`src/rtl/ula_pkg.sv`:
```
// Shared types and constants for the ULA datapath and its sequencing controller.
package ula_pkg;

  localparam int W = 4;

  typedef enum logic [2:0] {
    CMD_LOAD = 3'b000,
    CMD_ADD  = 3'b001,
    CMD_SUB  = 3'b010,
    CMD_AND  = 3'b011,
    CMD_OR   = 3'b100,
    CMD_MUL  = 3'b101,
    CMD_READ = 3'b110,
    CMD_CLR  = 3'b111
  } cmd_op_t;

  typedef enum logic [1:0] {
    ALU_SUM = 2'b00,
    ALU_SUB = 2'b01,
    ALU_AND = 2'b10,
    ALU_OR  = 2'b11
  } alu_op_t;

  typedef enum logic [1:0] {
    ST_IDLE = 2'b00,
    ST_EXEC = 2'b01,
    ST_MUL  = 2'b10,
    ST_RESP = 2'b11
  } ctrl_state_t;

  // Commands that do not use the ALU fall through to SUM; their result is not selected.
  function automatic alu_op_t alu_op_of(input cmd_op_t op);
    case (op)
      CMD_SUB: return ALU_SUB;
      CMD_AND: return ALU_AND;
      CMD_OR:  return ALU_OR;
      default: return ALU_SUM;
    endcase
  endfunction

endpackage

```
`src/rtl/ula.sv`:
```
// Combinational 4-bit ALU: sum, subtract, and, or. Results wrap modulo 2^W.
module ULA
  import ula_pkg::*;
(
  input  logic [W-1:0] a,
  input  logic [W-1:0] b,
  input  logic [1:0]   op,
  output logic [W-1:0] s
);

  always_comb begin
    s = '0;
    case (alu_op_t'(op))
      ALU_SUM: s = a + b;
      ALU_SUB: s = a - b;
      ALU_AND: s = a & b;
      ALU_OR:  s = a | b;
      default: s = '0;
    endcase
  end

endmodule

```
`src/rtl/ula_ctrl.sv`:
```
// Accumulator front end for ULA: command/response handshakes, single-cycle ops,
// and a 4-cycle shift-and-add multiply that reuses the one shared ALU adder.
module ula_ctrl
  import ula_pkg::*;
#(
  parameter int MUL_EN = 1
) (
  input  logic       clk,
  input  logic       rst,
  input  logic       cmd_valid,
  output logic       cmd_ready,
  input  logic [2:0] cmd_op,
  input  logic [3:0] cmd_data,
  output logic       res_valid,
  input  logic       res_ready,
  output logic [3:0] res_data,
  output logic       res_zero,
  output logic       busy
);

  ctrl_state_t   state_reg, state_next;
  cmd_op_t       op_reg, op_next;
  logic [W-1:0]  acc_reg, acc_next;
  logic          zero_reg, zero_next;
  logic [W-1:0]  data_reg, data_next;
  logic [W-1:0]  prod_reg, prod_next;
  logic [W-1:0]  mcand_reg, mcand_next;
  logic [W-1:0]  mplier_reg, mplier_next;
  logic [1:0]    cnt_reg, cnt_next;

  logic [W-1:0]  alu_a, alu_b, alu_s;
  alu_op_t       alu_op;

  ULA u_ula (
    .a  (alu_a),
    .b  (alu_b),
    .op (alu_op),
    .s  (alu_s)
  );

  always_ff @(posedge clk) begin
    if (rst) begin
      state_reg  <= ST_IDLE;
      op_reg     <= CMD_LOAD;
      acc_reg    <= '0;
      zero_reg   <= 1'b1;
      data_reg   <= '0;
      prod_reg   <= '0;
      mcand_reg  <= '0;
      mplier_reg <= '0;
      cnt_reg    <= '0;
    end else begin
      state_reg  <= state_next;
      op_reg     <= op_next;
      acc_reg    <= acc_next;
      zero_reg   <= zero_next;
      data_reg   <= data_next;
      prod_reg   <= prod_next;
      mcand_reg  <= mcand_next;
      mplier_reg <= mplier_next;
      cnt_reg    <= cnt_next;
    end
  end

  always_comb begin
    state_next  = state_reg;
    op_next     = op_reg;
    acc_next    = acc_reg;
    zero_next   = zero_reg;
    data_next   = data_reg;
    prod_next   = prod_reg;
    mcand_next  = mcand_reg;
    mplier_next = mplier_reg;
    cnt_next    = cnt_reg;
    alu_a       = acc_reg;
    alu_b       = data_reg;
    alu_op      = alu_op_of(op_reg);

    case (state_reg)
      ST_IDLE: begin
        if (cmd_valid) begin
          op_next   = cmd_op_t'(cmd_op);
          data_next = cmd_data;
          if (cmd_op_t'(cmd_op) == CMD_MUL && MUL_EN != 0) begin
            prod_next   = '0;
            mcand_next  = acc_reg;
            mplier_next = cmd_data;
            cnt_next    = 2'd0;
            state_next  = ST_MUL;
          end else begin
            state_next = ST_EXEC;
          end
        end
      end

      ST_EXEC: begin
        // MUL only lands here when disabled, and then acts as a no-op like READ.
        case (op_reg)
          CMD_LOAD:                          acc_next = data_reg;
          CMD_ADD, CMD_SUB, CMD_AND, CMD_OR: acc_next = alu_s;
          CMD_CLR:                           acc_next = '0;
          default:                           acc_next = acc_reg;
        endcase
        zero_next  = (acc_next == '0);
        state_next = ST_RESP;
      end

      ST_MUL: begin
        alu_a  = prod_reg;
        alu_b  = mcand_reg << cnt_reg;
        alu_op = ALU_SUM;
        if (mplier_reg[cnt_reg])
          prod_next = alu_s;
        if (cnt_reg == 2'd3) begin
          acc_next   = prod_next;
          zero_next  = (prod_next == '0);
          state_next = ST_RESP;
        end else begin
          cnt_next = cnt_reg + 2'd1;
        end
      end

      ST_RESP: begin
        if (res_ready)
          state_next = ST_IDLE;
      end

      default: state_next = ST_IDLE;
    endcase
  end

  assign cmd_ready = (state_reg == ST_IDLE) && !rst;
  assign res_valid = (state_reg == ST_RESP);
  assign res_data  = acc_reg;
  assign res_zero  = zero_reg;
  assign busy      = (state_reg != ST_IDLE);

endmodule

```
`config.mk`:
```
export PLATFORM = sky130hd
export DESIGN_NAME = ula_ctrl
export DESIGN_NICKNAME = d
export VERILOG_FILES = /design/src/rtl/ula_pkg.sv /design/src/rtl/ula.sv /design/src/rtl/ula_ctrl.sv
export SDC_FILE = /design/constraint.sdc
export NUM_CORES = 1
export LEC_CHECK = 0
export CAP_MARGIN = 20
export CORE_ASPECT_RATIO = 1.25
export CORE_MARGIN = 1.5
export CORE_UTILIZATION = 35
export CTS_BUF_LIST = sky130_fd_sc_hd__clkbuf_2
export CTS_CLUSTER_DIAMETER = 120
export DETAILED_ROUTE_END_ITERATION = 6
export GPL_TIMING_DRIVEN = 0
export PLACE_DENSITY = 0.59
export SYNTH_ARGS = -nofsm -noshare
export SYNTH_HDL_FRONTEND = slang
export SYNTH_HIERARCHICAL = 1
export SYNTH_SLANG_ARGS = --single-unit
```
`constraint.sdc`:
```
create_clock -name clk -period 4.8 [get_ports clk]
set_clock_uncertainty 0.1 [all_clocks]
set_input_delay 0.72 -clock clk [delete_from_list [all_inputs] [get_ports clk]]
set_output_delay 0.72 -clock clk [all_outputs]
set_load 0.02 [all_outputs]
```
==> impl_metrics.tcl <==
set metrics [dict create \
    syn_area_per_cell_um2 8.23 \
    cp-startpoint "state_reg[0]$_SDFFE_PP0P_" \
    hp-start "mcand_reg[3]$_SDFFE_PP0P_" \
    p_comb_frac 0.657 \
    regArea_um2 561 \
    cp-start-kind "flop" \
    rr_endpoint "res_zero$_SDFFE_PP1P_" \
    synth_seq_area_share 0.279 \
    clock-root-buffer "clkbuf_2" \
    start_util 0.366 \
    postSynthNetCount 266 \
    regToRegSetupSlack_ns 0.38 \
    final_util 0.420 \
    totalWireLength_um 4990 \
    clkSinkCount 28 \
    synth-edff-count 0 \
    period_share 0.920 \
    rsz0062_at_grt "false" \
    clkSlewWorstSetupHoldPaths_ns 0.27 \
    yosysWarnings 6 \
    p_leak_nw 0.862 \
    slew_violations 0 \
    row_count 30 \
    drc 0 \
    cap_viol_max_count 0 \
    drt_iter0_markers 53 \
    grt_pass1_wl_um 8150 \
    p_clk_frac 0.075 \
    fillers 581 \
    seq_power_share 0.267 \
    area_delta_synth_final_pct 14.6 \
    post-cts-setup-buffer-count 0 \
    fp.dieW_um 70.8 \
    min_path_type "reg -> reg" \
    diodes 0 \
    dr.pass1.iters 4 \
    switching_share 0.477 \
    io_buffers 18 \
    coreArea_mm2 0.00548 \
    final_cell_mix "30 x nand2_1, 28 x dfxtp_1, 25 x a21oi_1" \
    io_pins 19 \
    cp.required_ns 5.04 \
    clockBufferDepth 2 \
    worst_setup_path_end_kind "flop" \
    p_per_area_mw_per_mm2 497 \
    worstMarginPinSlew_ns 0.528 \
    syn_area_mm2 0.00201 \
    reg2reg_depth 19 \
    arrival_ns 4.66 \
    place_congestion 0.840 \
    grt_antenna_before_repair 0 \
    grt_pass1_vias 1684 \
    numCtsBuffers 3 \
    timing.fmax_mhz 226 \
    multiInputGateArea_mm2 0.00135 \
    hpwlAfterDp_um 3910 \
    vias_per_cell 5.51 \
    outcome "finished, final reports clean" \
    ys_seq_elements 28 \
    grt_max_degree 16 \
    worstSetupPathType "reg -> reg" \
    ant_nets 0 \
    p_int_mw 0.599 \
    holdPathStages 2 \
    layout_commonest_cell "nand2_1" \
    crit_fanout 10 \
    track_usage 0.165 \
    die_h_um 87.7 \
    die_area_mm2 0.00620 \
    hold_end "mcand_reg[3]$_SDFFE_PP0P_" \
    relSlewSlack 0.648 \
    finalCriticalPeriod_ns 4.42 \
    vdd_drop_max_mv 0.212 \
    synthFlopType "dfxtp_1" \
    finalSetupViolations 0 \
    h-tree-depth 1 \
    gr-total-overflow 0 \
    cts_tree "yes" \
    fin_setup_tns_ns 0 \
    via_count 1819 \
    insertion_delay_ns 0.37 \
    syn_inst 244 \
    nets 289 \
    async_reset_ff_frac 0 \
    timing.rr.start "state_reg[0]$_SDFFE_PP0P_" \
    drive_gt1_frac 0.120 \
    finalHoldViolCount 0 \
    switching_power_mw 0.545 \
    post_drt_wl_per_cell_um 15.1 \
    ys_types 51 \
]
[cells by family after synthesis]
group           count (synthesis)  share of synthesized area
compound gates                 58                      0.196
mux                            31                      0.169
buf+inv                        25                     0.0530
fa+ha+maj                      13                     0.0822
xor+xnor                        3                     0.0131
simple gates                   86                      0.208
flops                          28                      0.279
[Yosys cell counts (2+ instances only)]
| cell type | count | area share |
|---|---|---|
| a211o_1 | 2 | 0.0087 |
| a211oi_1 | 4 | 0.015 |
| a21oi_1 | 25 | 0.062 |
| a2bb2oi_1 | 3 | 0.013 |
| and3_2 | 2 | 0.0075 |
| buf_1 | 3 | 0.0056 |
| buf_2 | 4 | 0.010 |
| clkbuf_1 | 5 | 0.0093 |
| dfxtp_1 | 28 | 0.28 |
| ha_1 | 10 | 0.062 |
| inv_1 | 12 | 0.022 |
| maj3_1 | 2 | 0.010 |
| mux2_2 | 13 | 0.073 |
| mux2i_1 | 17 | 0.085 |
| nand2_1 | 30 | 0.056 |
| nand2b_1 | 3 | 0.0093 |
| nand3_1 | 12 | 0.030 |
| nor2_1 | 21 | 0.039 |
| nor2b_1 | 3 | 0.0093 |
| nor3_1 | 2 | 0.0050 |
| nor3b_1 | 3 | 0.011 |
| o211ai_1 | 2 | 0.0075 |
| o21ai_0 | 5 | 0.012 |
| o221ai_1 | 2 | 0.0087 |
| o31ai_1 | 2 | 0.0075 |
| o41ai_1 | 3 | 0.013 |
| xnor2_1 | 2 | 0.0087 |
[worst max path at each step]
stage                       endpoint  slack (ns)  cells after the start
6_report       res_zero$_SDFFE_PP1P_        0.38                     19
5_1_grt        res_zero$_SDFFE_PP1P_        0.07                     18
4_1_cts        res_zero$_SDFFE_PP1P_       0.008                     18
3_5_place_dp   res_zero$_SDFFE_PP1P_        0.03                     18
3_3_place_gp   res_zero$_SDFFE_PP1P_        0.04                     18
2_1_floorplan  res_zero$_SDFFE_PP1P_        0.76                     18
[per-layer routing]
metal  track usage  vias up  wire length [um]
met5             0        -                 0
met3        0.0104        8                62
li1              -      921                 -
met4        0.0686        0               148
met1         0.201      869              2280
met2         0.300       21              2500
[critical path, stage by stage, from the launching register on]
cell      delay, ns
dfxtp_1        0.38
inv_1          0.08
ha_1           0.14
buf_2          0.22
clkbuf_2       0.30
mux2_2         0.42
inv_1          0.09
ha_1           0.15
nor2_1         0.05
xnor2_1        0.13
ha_1           0.32
a21oi_1        0.30
and2_1         0.19
a32o_1         0.18
a211oi_2       0.11
inv_1          0.13
o221ai_1       0.12
a221o_1        0.40
or4_1          0.52
nand3_1        0.07
[area by class of cell]
type / instances / share of cell area
Clock buffer: 3 / 0.00652
Timing Repair Buffer: 18 / 0.0783
Buffer: 13 / 0.0277
Tap cell: 64 / 0.0348
Multi-Input combinational cell: 191 / 0.588
Clock inverter: 1 / 0.00163
Inverter: 12 / 0.0196
Sequential cell: 28 / 0.243
[power groups by stage]
stage	clock network (mW)	logic (mW)	registers [mW]
floorplan	0	0.529	0.317
global placement	0	0.736	0.312
detailed placement	0	0.742	0.311
CTS	0.0928	0.746	0.306
global route	0.101	0.835	0.311
finish	0.0862	0.751	0.306
[what timing repair did]
action,CTS,global route
setup endpoints to repair,0,2
gates resized for setup,0,4
hold buffers,0,0
[through the flow]
step                cells  area, um2  worst slack (ns)  total power, mW  hold slack, ns
global placement      326       2270            0.0440             1.05           0.345
finish                330       2300             0.384             1.14           0.372
floorplan             244       2010             0.764            0.846           0.332
CTS                   330       2290           0.00753             1.15           0.375
global route          330       2300            0.0748             1.25           0.410
detailed placement    326       2270            0.0313             1.05           0.349
Power figures use the tool's default switching activity.
